**src/rtl/period_meter.sv**
```systemverilog
// period_meter: measures the period of a slow square wave in clk cycles and flags loss of signal.
// Optional macro HIGH_TIME_EN adds the high_time output (high-phase length of each period).
module period_meter #(
  parameter int unsigned WIDTH   = 32,
  parameter int unsigned TIMEOUT = 1000000
) (
  input  logic             clk,
  input  logic             reset,
  input  logic             sig_in,
  output logic [WIDTH-1:0] period,
  output logic             period_valid,
  output logic             locked,
  output logic             timeout
`ifdef HIGH_TIME_EN
  ,
  output logic [WIDTH-1:0] high_time
`endif
);

  localparam logic [WIDTH-1:0] LP_TIMEOUT = WIDTH'(TIMEOUT);
  localparam logic [WIDTH-1:0] LP_ONE     = WIDTH'(1);

  typedef enum logic [1:0] {
    ST_IDLE   = 2'd0,
    ST_ARMED  = 2'd1,
    ST_LOCKED = 2'd2
  } state_t;

  state_t           r_state;
  state_t           w_state_nxt;
  logic             r_s1;
  logic             r_s2;
  logic             r_s3;
  logic [WIDTH-1:0] r_cnt;
  logic             w_rise;
  logic             w_active;
  logic             w_load;
  logic             w_tmo_hit;

  // s1 is the metastability stage; edges are taken from the settled s2/s3 pair
  always_ff @(posedge clk or negedge reset) begin
    if (!reset) begin
      r_s1 <= 1'b0;
      r_s2 <= 1'b0;
      r_s3 <= 1'b0;
    end else begin
      r_s1 <= sig_in;
      r_s2 <= r_s1;
      r_s3 <= r_s2;
    end
  end

  assign w_rise    = r_s2 & ~r_s3;
  assign w_active  = (r_state != ST_IDLE);
  assign w_load    = w_active & w_rise;
  assign w_tmo_hit = w_active & ~w_rise & (r_cnt == LP_TIMEOUT);

  always_ff @(posedge clk or negedge reset) begin
    if (!reset) r_state <= ST_IDLE;
    else        r_state <= w_state_nxt;
  end

  always_comb begin
    w_state_nxt = r_state;
    case (r_state)
      ST_IDLE: begin
        if (w_rise) w_state_nxt = ST_ARMED;
      end
      default: begin
        if (w_rise)         w_state_nxt = ST_LOCKED;
        else if (w_tmo_hit) w_state_nxt = ST_IDLE;
      end
    endcase
  end

  // A rise always restarts counting at 1 so that cnt equals the period on the next rise
  always_ff @(posedge clk or negedge reset) begin
    if (!reset) begin
      r_cnt        <= '0;
      period       <= '0;
      period_valid <= 1'b0;
      locked       <= 1'b0;
      timeout      <= 1'b0;
    end else begin
      period_valid <= w_load;
      timeout      <= w_tmo_hit;
      if (w_rise)                     r_cnt <= LP_ONE;
      else if (w_tmo_hit || !w_active) r_cnt <= '0;
      else                            r_cnt <= r_cnt + LP_ONE;
      if (w_load) begin
        period <= r_cnt;
        locked <= 1'b1;
      end else if (w_tmo_hit) begin
        locked <= 1'b0;
      end
    end
  end

`ifdef HIGH_TIME_EN
  logic             w_fall;
  logic [WIDTH-1:0] r_hcnt;
  logic             r_fall_seen;

  assign w_fall = ~r_s2 & r_s3;

  // Without a fall between two rises the whole period counts as high
  always_ff @(posedge clk or negedge reset) begin
    if (!reset) begin
      r_hcnt      <= '0;
      r_fall_seen <= 1'b0;
      high_time   <= '0;
    end else begin
      if (w_rise) begin
        r_fall_seen <= 1'b0;
        if (w_active) high_time <= r_fall_seen ? r_hcnt : r_cnt;
      end else if (w_fall && w_active) begin
        r_hcnt      <= r_cnt;
        r_fall_seen <= 1'b1;
      end
    end
  end
`endif

endmodule

```
**config.mk**
```make
export PLATFORM = sky130hd
export DESIGN_NAME = period_meter
export DESIGN_NICKNAME = d
export VERILOG_FILES = /design/src/rtl/period_meter.sv
export SDC_FILE = /design/constraint.sdc
export NUM_CORES = 1
export LEC_CHECK = 0
export ABC_CLOCK_PERIOD_IN_PS = 1710
export BUFFER_PORTS_ARGS = -buffer_cell sky130_fd_sc_hd__buf_2
export CAP_MARGIN = 20
export CORE_ASPECT_RATIO = 1.2
export CORE_MARGIN = 2
export CORE_UTILIZATION = 50
export DETAILED_ROUTE_END_ITERATION = 8
export PLACE_DENSITY = 0.75
export SKIP_CTS_REPAIR_TIMING = 1
export SLEW_MARGIN = 40
export SYNTH_ARGS = -nofsm -noshare
export SYNTH_HDL_FRONTEND = slang
export SYNTH_SLANG_ARGS = --single-unit
```
**constraint.sdc**
```tcl
create_clock -name clk -period 1.71 [get_ports clk]
set_input_delay 0.4275 -clock clk [delete_from_list [all_inputs] [get_ports clk]]
set_output_delay 0.4275 -clock clk [all_outputs]
set_load 0.05 [all_outputs]
```
==> summary.md, run 1 <==
| Metric | Value |
|---|---|
| Hold Vio Cnt, Final | `0` |
| RSZ-0062 raised after global routing | `yes` |
| CP Launch Type | `register` |
| Routed WL per cell | `14.7 um` |
| Initial Util | `51.7%` |
| Met1 global-route usage | `24.3%` |
| Number of CTS-inserted buffers | `9` |
| Clock buffer depth | `2` |
| Port bufs | `37` |
| Minimum clock period | `1820 ps` |
| Final wirelength | `6.41 mm` |
| Num rows | `31` |
| Clk Latency, worst-skew pair | `340 ps` |
| Crit Path Class | `reg -> reg` |
| Largest net degree at the start of global routing | `73` |
| Count of cell types in the netlist | `26` |
| Vias in the first global route | `2,279` |
| Initial antenna violation count | `0` |
| Syn-to-layout area delta | `28.4%` |
| WP data required | `1930 ps` |
| Worst slack at placement | `-170 ps` |
| Worst Setup End Kind | `register` |
| Syn_area_per_cell | `11.8 sq um` |
| Tcrit/Tclk final | `107%` |
| GR peak layer | `met2` |
| DRT iter0 DRCs | `183` |
| Layout cells sized above 1 | `40.8%` |
| GR Layer Usage met3 | `5.30%` |
| Syn Nets | `271` |
| Worst Skew | `9.54 ps` |
| GR met2 Demand/Resource | `33.3%` |
| Sum Neg Setup Slack | `-3110 ps` |
| Final HPWL DP | `4.43 mm` |
| Hold Slack | `90.7 ps` |
| Root buf cell | `clkbuf_8` |
| LEAKAGE | `2.01 nW` |
| Post-synth top area share | `57.6%` |
| Non-Filler Instances | `437` |
| DRC violation count after routing | `0` |
| Violated checks | `negative setup slack` |
| Hold Path Class | `in -> async` |
| Yosys top cell by area | `dfrtp_1` |
| Synthesized netlist cell count | `266` |
| Global-route wire length before repair | `10.8 mm` |
| R2R depth | `6` |
| Placed Instances | `419` |
| Critical Path AT | `2040 ps` |
| Warnings from Yosys | `0` |
| First-pass iteration count of the detailed router | `4` |
| CTS tree | `built` |
| Setup WS post-layout | `-112 ps` |
| Sequential fraction of the synthesis area | `57.6%` |
| Pwr dens | `925 mW/mm^2` |
| Final Setup Violations | `35` |
| Synth area leaders | `dfrtp_1 (58%), mux2_2 (12%), nor2_1 (4.7%), xor2_1 (4.5%), xnor2_1 (3.9%)` |
| Routability Congestion | `0.835` |
| Slew @ Worst Pin | `546 ps` |
| Die ar. | `0.00691 sq mm` |
| Worst-path fanout max | `9` |
| Number of H-tree levels | `3` |
| Post-DRT Antenna Nets | `0` |
| DR vias/cell | `5.17` |
| Max-Cap Viols | `0` |
| Synth Cell Area | `0.00313 sq mm` |
| Gr ovfl total | `0` |
| Clock sink count | `72` |
| Diode count | `0` |
| Peak supply drop | `548 uV` |
| Total track usage | `20.0%` |
| Die width | `76.2 um` |
| Relative slew slack | `63.3%` |
| Max-slew violations | `0` |
| Pwr Total | `3.72 mW` |
| Die Ht | `90.7 um` |
| Status | `finished with violations` |
| IO Pins | `38` |
| Core area | `0.00605 sq mm` |
| Post-synthesis register bit count | `72` |
| Total Nets Final | `356` |
| Fmax | `0.549 GHz` |
| Total vias in the final route | `2,259` |
| Clock-pin slew on the worst setup and hold paths | `70 ps` |
[cell usage in the layout, fill, tap and decap left out, types with 2 or more instances in the layout]
cell	count
and4_1	4
mux2_2	32
nor4_2	8
xor2_1	16
nor4_1	2
clkbuf_8	10
nand2_1	10
xnor2_1	14
and3_1	8
buf_2	37
buf_4	43
buf_12	4
nor3_1	2
clkinv_2	3
nor2_1	36
inv_1	7
nor2_2	3
and2_1	3
nand3_1	14
nand4_1	14
dfrtp_1	72
[area by class of cell]
cell class | instances | area (sq um)
clock buffer | 11 | 141
clock inverter | 4 | 45.0
fill | 477 | 2030
inverter | 7 | 26.3
multi-input combinational | 176 | 1290
sequential | 72 | 1800
tap | 82 | 103
timing repair buffer | 85 | 613
[Yosys cell counts, drive strengths merged]
library cell,n
and2,3
nand2b,2
nand4,14
nand2,10
mux2,32
or4,2
dfrtp,72
xnor2,14
buf,8
inv,7
nor4,10
and3,8
and4,4
o21ai,1
a21oi,1
nor3,2
xor2,16
o31ai,1
ha,2
nor2,39
a21o,1
nand3,14
clkbuf,3
[metal layers]
metal | up-vias | wire length, um
li1 | 1096 | -
met1 | 1117 | 2800
met2 | 38 | 3280
met3 | 8 | 246
met5 | - | 0
met4 | 0 | 93
[through the flow]
step,instance area [sq um],util (%)
2_1_floorplan,3140,-
3_3_place_gp,3740,61.8
3_5_place_dp,3740,61.8
4_1_cts,3930,64.9
5_1_grt,4020,66.4
6_report,4020,66.4
[flip-flops by register name, summed over array words and instances, names as in the netlist]
signal / cells
locked: 1
period: 32
period_valid: 1
r_cnt: 32
r_s1: 1
r_s2: 1
r_s3: 1
r_state: 2
timeout: 1
[power breakdown]
part / total [mW] / internal (mW) / switching (mW) / leakage [nW]
Sequential: 1.83 / 1.79 / 0.0490 / 0.975
Combinational: 0.595 / 0.222 / 0.373 / 0.933
Clock: 1.29 / 0.699 / 0.591 / 0.0989
[kinds of logic after synthesis]
logic type      share of synthesized area (%)
compound gates                          0.799
xor+xnor                                 8.39
fa+ha+maj                               0.799
buf+inv                                  3.08
flops                                    57.6
mux                                      11.5
simple gates                             17.9
[final timing paths]
check                      startpoint    endpoint  slack [ps]
max in group asynchronous       reset  period[13]        1290
min reg2reg                      r_s1        r_s2         360
max                         r_cnt[23]   r_cnt[17]        -110
min                             reset  period[18]          90
max reg2reg                 r_cnt[23]   r_cnt[17]        -110
min in group clk               sig_in        r_s1         190
[critical path, cell delays in order (launching register included)]
cell and delay (ps):
dfrtp_1 400, nor4_2 260, nand4_1 130, or4_4 560, nand2b_4 140, clkbuf_16 170
nor2_1 40
Power figures use the tool's default switching activity.
==> inputs of run 2 (changes only) <==
Settings changed: ABC_AREA set to 1, CAP_MARGIN 20 to 10, PLACE_DENSITY 0.75 to 0.74, SLEW_MARGIN 40 to unset.
==> summary.md, run 2 <==
| Metric | Value |
|---|---|
| First-pass iteration count of the detailed router | `4 (unchanged)` |
| Die width | `81.8 um (+7.3%)` |
| Total Nets Final | `539 (+51%)` |
| LEAKAGE | `2.06 nW (+2.6%)` |
| Max-slew violations | `0 (unchanged)` |
| CTS tree | `built` |
| Pwr dens | `949 mW/mm^2 (+2.5%)` |
| Top-count cell post-synth | `nand2_1` |
| Root buf cell | `clkbuf_8` |
| Final core utilization | `60.2% (-6.3 points)` |
| Post-synthesis register bit count | `72 (unchanged)` |
| Slew @ Worst Pin | `494 ps (-52.0 ps)` |
| Pwr Total | `4.08 mW (+9.7%)` |
| Gr ovfl total | `0 (unchanged)` |
| Critical Path AT | `1850 ps (-190 ps)` |
| Core area | `0.00715 sq mm (+18%)` |
| Port bufs | `37 (unchanged)` |
| # fillers | `693 (+45%)` |
| Peak supply drop | `786 uV (+44%)` |
| Count of cell types in the netlist | `23 (-12%)` |
| Minimum clock period | `1600 ps (-219 ps)` |
| Initial Util | `50.8% (-0.93 points)` |
| Routed WL per cell | `14.6 um (-0.72%)` |
| Final Setup Violations | `0 (-100%)` |
| Post-synth ARST share | `100% (unchanged)` |
| Number of CTS-inserted buffers | `9 (unchanged)` |
| DRT iter0 DRCs | `143 (-22%)` |
| Clock-pin slew on the worst setup and hold paths | `70 ps (about the same)` |
| Sequential fraction of the synthesis area | `49.6% (-7.9 points)` |
| Hold Path Class | `in -> async` |
| Yosys top cell by area | `dfrtp_1` |
| Worst Setup End Kind | `register` |
| Die ar. | `0.00796 sq mm (+15%)` |
| Post-synth EDFFs | `0 (unchanged)` |
| Post-synth top flop | `dfrtp_1` |
| DRC violation count after routing | `0 (unchanged)` |
| Warnings from Yosys | `0 (unchanged)` |
| Hold Slack | `51.9 ps (-38.8 ps)` |
| Syn-to-layout area delta | `18.5%` |
| Num rows | `34 (+9.7%)` |
| Die Ht | `97.4 um (+7.4%)` |
| Post-synth top area share | `49.6% (-7.9 points)` |
| Number of H-tree levels | `3 (unchanged)` |
| Final wirelength | `9.16 mm (+43%)` |
| Post-DRT Antenna Nets | `0 (unchanged)` |
| Most frequent cells in the layout | `nand2_1 (151), nor2_1 (88), dfrtp_1 (72)` |
| WP data required | `1950 ps (+20 ps)` |
| Synth cell count leaders | `nand2_1 (151), nor2_1 (92), dfrtp_1 (72)` |
| Hold Vio Cnt, Final | `0 (unchanged)` |
| Fmax | `0.624 GHz (+14%)` |
| Vias in the first global route | `3,130 (+37%)` |
| RSZ-0062 raised after global routing | `yes` |
| Most common cell after layout, fill and taps aside | `nand2_1` |
| Synthesized netlist cell count | `478 (+80%)` |
| Global-route wire length before repair | `15.0 mm (+38%)` |
| Final HPWL DP | `6.70 mm (+51%)` |
| Synth area leaders | `dfrtp_1 (50%), nand2_1 (16%), nor2_1 (9.5%), inv_1 (5.0%), o21ai_0 (4.5%)` |
| Relative slew slack | `67.1% (+3.8 points)` |
| Largest regs | `period x32, r_cnt x32, r_state x2` |
| Setup WS post-layout | `107 ps (+219 ps)` |
| DR vias/cell | `5.00 (-3.2%)` |
| Synth Cell Area | `0.00363 sq mm (+16%)` |
| Diode count | `0 (unchanged)` |
| Clk Latency, worst-skew pair | `360 ps (+20 ps)` |
| Non-Filler Instances | `629 (+44%)` |
| Worst slack at placement | `-27.5 ps (+143 ps)` |
| Routability Congestion | `0.904 (+8.3%)` |
| Worst-path fanout max | `4 (-5)` |
| Tcrit/Tclk final | `93.7% (-13 points)` |
| Worst Skew | `5.76 ps (-3.78 ps)` |
| Syn Nets | `483 (+78%)` |
| Placed Instances | `609 (+45%)` |
| Max-Cap Viols | `0 (unchanged)` |
| Layout cells sized above 1 | `17.6% (-23 points)` |
| IO Pins | `38 (unchanged)` |
| Clock buffer depth | `2 (unchanged)` |
| Total vias in the final route | `3,148 (+39%)` |
| Crit Path Class | `reg -> reg` |
| Syn_area_per_cell | `7.60 sq um (-35%)` |
| Status | `completed` |
| Largest net degree at the start of global routing | `64 (-12%)` |
| Initial antenna violation count | `0 (unchanged)` |
| CP Launch Type | `register` |
| Clock sink count | `72 (unchanged)` |
| Total track usage | `24.9% (+4.9 points)` |
[run 2: cell types whose count changed after synthesis, moves of 5 or more]
cell | previous run | this run
nand3_1 | 14 | 22
and3_1 | 8 | 0
nor2_4 | 0 | 5
nand4_1 | 14 | 3
nand3b_1 | 0 | 5
xnor2_1 | 14 | 1
nor2_1 | 39 | 92
inv_1 | 7 | 48
nand2_1 | 10 | 151
nor4_1 | 9 | 0
o21ai_0 | 1 | 33
nor2_2 | 0 | 6
mux2_2 | 32 | 0
[run 2: cells by family after synthesis]
kind of cell	synth area share (%)
buffers and inverters	6.58
adder cells (fa/ha/maj)	0.689
XOR/XNOR	3.86
AO/OA/AOI/OAI	5.10
flip-flops	49.6
AND/OR/NAND/NOR	34.1
[run 2: final timing paths]
check	from	to	slack [ps]	depth (start not counted)
setup / recovery	r_cnt[0]	r_cnt[18]	110	7
hold / removal	reset	r_cnt[20]	50	2
setup reg to reg	r_cnt[0]	r_cnt[18]	110	7
hold reg to reg	r_s1	r_s2	370	0
max in group asynchronous	reset	period[31]	1390	2
min in group clk	sig_in	r_s1	170	1
[run 2: per-layer routing]
layer	GRT usage, %	up-vias	routed length (um)
met2	39.7	80	4490
met1	31.9	1455	3900
li1	-	1586	-
met5	0	-	0
met3	4.74	27	452
met4	12.4	0	321
[run 2: report_power, final]
| group | internal (mW) | total [mW] | leakage, nW | switching [mW] |
|---|---|---|---|---|
| clock | 0.853 | 1.50 | 0.112 | 0.652 |
| sequential | 1.78 | 1.85 | 0.984 | 0.0628 |
| combinational | 0.232 | 0.731 | 0.963 | 0.499 |
| total | 2.87 | 4.08 | 2.06 | 1.21 |
[run 2: critical path: stages (launching register included)]
cell and delay [ps]:
dfrtp_1 390, ha_1 210, nand2_1 130, nor2_4 150, nand3b_1 160, nor2_2 210
xor2_1 170, nor2_1 70
[run 2: area by class of cell]
cell class / count / area, sq um / share of cell area, %
Clock buffer: 10 / 138 / 3.20
Clock inverter: 6 / 82.6 / 1.92
Inverter: 49 / 186 / 4.33
Multi-Input combinational cell: 347 / 1620 / 37.6
Sequential cell: 72 / 1800 / 41.9
Tap cell: 90 / 113 / 2.62
Timing Repair Buffer: 55 / 363 / 8.44
[run 2: through the flow]
step           TNS, ps  cell area, sq um
3_5_place_dp     -27.5              4000
3_3_place_gp         0              4000
6_report             0              4300
2_1_floorplan        0              3630
5_1_grt          -60.4              4300
4_1_cts          -53.3              4220
==> inputs of run 3 (changes only) <==
Settings changed: HOLD_SLACK_MARGIN set to 0.12, RECOVER_POWER set to 25.
==> summary.md, run 3 (synthesized netlist as in run 2, its figures left out) <==
| Metric | Value |
|---|---|
| Hold Vio Cnt, Final | `0 (unchanged)` |
| LEAKAGE | `2.06 nW (-0.20%)` |
| Final wirelength | `9.21 mm (+0.51%)` |
| Worst Setup SP | `r_cnt[0]` |
| Largest net degree at the start of global routing | `64 (unchanged)` |
| Vias in the first global route | `3,130 (unchanged)` |
| Crit Path Class | `reg -> reg` |
| Num rows | `34 (unchanged)` |
| Core area | `0.00715 sq mm (unchanged)` |
| Final Setup Violations | `0 (unchanged)` |
| Hold Slack | `168 ps (+116 ps)` |
| Routed WL per cell | `14.6 um (+0.35%)` |
| Gr ovfl total | `0 (unchanged)` |
| Diode count | `0 (unchanged)` |
| Total Nets Final | `540 (+0.19%)` |
| Clock buffer depth | `2 (unchanged)` |
| Most common cell after layout, fill and taps aside | `nand2_1` |
| Critical Path AT | `1850 ps (about the same)` |
| Clock-pin slew on the worst setup and hold paths | `80 ps (about the same)` |
| Logic pwr share | `17.8% (about the same)` |
| Die Ht | `97.4 um (unchanged)` |
| Fmax | `0.623 GHz (-0.22%)` |
| Largest regs | `period x32, r_cnt x32, r_state x2` |
| Pwr dens | `949 mW/mm^2 (about the same)` |
| Number of H-tree levels | `3 (unchanged)` |
| Die width | `81.8 um (unchanged)` |
| Placed Instances | `609 (unchanged)` |
| Tcrit/Tclk final | `93.9% (+0.21 points)` |
| Sw frac | `29.7% (about the same)` |
| Clock network fraction of total power | `36.9% (about the same)` |
| CTS tree | `built` |
| Final HPWL DP | `6.70 mm (unchanged)` |
| Critical path's slowest cell | `dfrtp_1` |
| P_sw | `1.21 mW (about the same)` |
| # fillers | `693 (unchanged)` |
| Post-DRT Antenna Nets | `0 (unchanged)` |
| Sequential power share | `45.3% (about the same)` |
| Non-Filler Instances | `630 (+0.16%)` |
| Internal power | `2.86 mW (-0.11%)` |
| DR vias/cell | `5.01 (+0.19%)` |
| Worst Setup End Kind | `register` |
| Max-Cap Viols | `0 (unchanged)` |
| Total track usage | `24.9% (unchanged)` |
| Peak supply drop | `787 uV (+0.15%)` |
| Number of CTS-inserted buffers | `9 (unchanged)` |
| Root buf cell | `clkbuf_8` |
| DRC violation count after routing | `0 (unchanged)` |
| Worst Skew | `5.60 ps (-0.161 ps)` |
| Routability Congestion | `0.904 (unchanged)` |
| CP Cell Sequence | `ha_1 -> nand2_1 -> nor2_4 -> nand3b_1 -> nor2_2 -> xor2_1 -> nor2_1` |
| Initial Util | `50.8% (unchanged)` |
| IO Pins | `38 (unchanged)` |
| RR Startpoint | `r_cnt[0]` |
| Final core utilization | `60.1% (-0.088 points)` |
| Hold Path Class | `in -> reg` |
| Max incr delay on CP | `390 ps (about the same)` |
| CP Launch Type | `register` |
| Relative slew slack | `50.7% (-16 points)` |
| WP data required | `1960 ps (about the same)` |
| Clk Latency, worst-skew pair | `360 ps (about the same)` |
| Most frequent cells in the layout | `nand2_1 (151), nor2_1 (88), dfrtp_1 (72)` |
| Status | `completed` |
| DRT iter0 DRCs | `166 (+16%)` |
| Hold Crit Start | `sig_in` |
| Top delay family on crit path | `simple AND/OR/NAND/NOR gates` |
| RSZ-0062 raised after global routing | `yes` |
| Layout cells sized above 1 | `17.4% (-0.22 points)` |
| Port bufs | `37 (unchanged)` |
| Total vias in the final route | `3,159 (+0.35%)` |
| Minimum clock period | `1610 ps (+3.54 ps)` |
| Worst path bufs/invs | `0 (unchanged)` |
| First-pass iteration count of the detailed router | `4 (unchanged)` |
| Slew @ Worst Pin | `739 ps (+245 ps)` |
| Initial antenna violation count | `0 (unchanged)` |
| Syn-to-layout area delta | `18.3%` |
| Die ar. | `0.00796 sq mm (unchanged)` |
| Clock sink count | `72 (unchanged)` |
| Global-route wire length before repair | `15.0 mm (unchanged)` |
| Worst-path fanout max | `4 (unchanged)` |
| Max-slew violations | `0 (unchanged)` |
==> run 3: changes by cell type in the layout (fill, tap and decap cells not counted) <==
| cell | previous run | this run |
|---|---|---|
| clkbuf_2 | 0 | 1 |
| buf_4 | 15 | 14 |
| buf_2 | 37 | 36 |
| clkbuf_4 | 0 | 1 |
| clkbuf_1 | 0 | 1 |
| buf_12 | 2 | 1 |
| dlygate4sd3_1 | 0 | 1 |
==> run 3: cell type report <==
type	instances	area [sq um]	area share (%)
Sequential cell	72	1800	41.9
Tap cell	90	113	2.62
Clock buffer	10	138	3.20
Clock inverter	6	82.6	1.92
Timing Repair Buffer	56	357	8.30
Multi-Input combinational cell	347	1620	37.7
Inverter	49	186	4.34
==> run 3: power by group through the flow <==
stage                     clock (mW)  combinational, mW  sequential (mW)
after floorplan                    0              0.345             2.00
after global placement             0              0.642             1.88
after detailed placement           0              0.648             1.88
after CTS                       1.52              0.653             1.85
after global routing            1.59              0.798             1.86
final                           1.51              0.726             1.85
==> run 3: final timing paths <==
kind,end,depth (start not counted),slack [ps]
worst max-delay path,r_cnt[18],7,100
worst min-delay path,r_s1,1,170
worst max register to register,r_cnt[18],7,100
worst min register to register,r_s2,0,380
max in group asynchronous,period[31],3,400
min in group asynchronous,period[22],3,680
==> run 3: layer usage <==
layer / track usage (%) / up-vias / share of wire [%] / wire length [um]
met1: 31.9 / 1470 / 43 / 3940
li1: - / 1584 / - / -
met5: 0 / - / 0 / 0
met4: 12.4 / 0 / 3.0 / 275
met3: 4.74 / 21 / 4.9 / 448
met2: 39.7 / 84 / 49 / 4540
==> run 3: stage by stage <==
| step | setup slack [ps] | area, sq um | total power [mW] | setup TNS (ps) |
|---|---|---|---|---|
| 2_1_floorplan | 326 | 3630 | 2.34 | 0 |
| 6_report | 104 | 4300 | 4.08 | 0 |
| 4_1_cts | -43.8 | 4220 | 4.02 | -53.3 |
| 3_5_place_dp | -27.5 | 4000 | 2.53 | -27.5 |
| 3_3_place_gp | 13.6 | 4000 | 2.52 | 0 |
| 5_1_grt | -29.0 | 4300 | 4.25 | -60.4 |
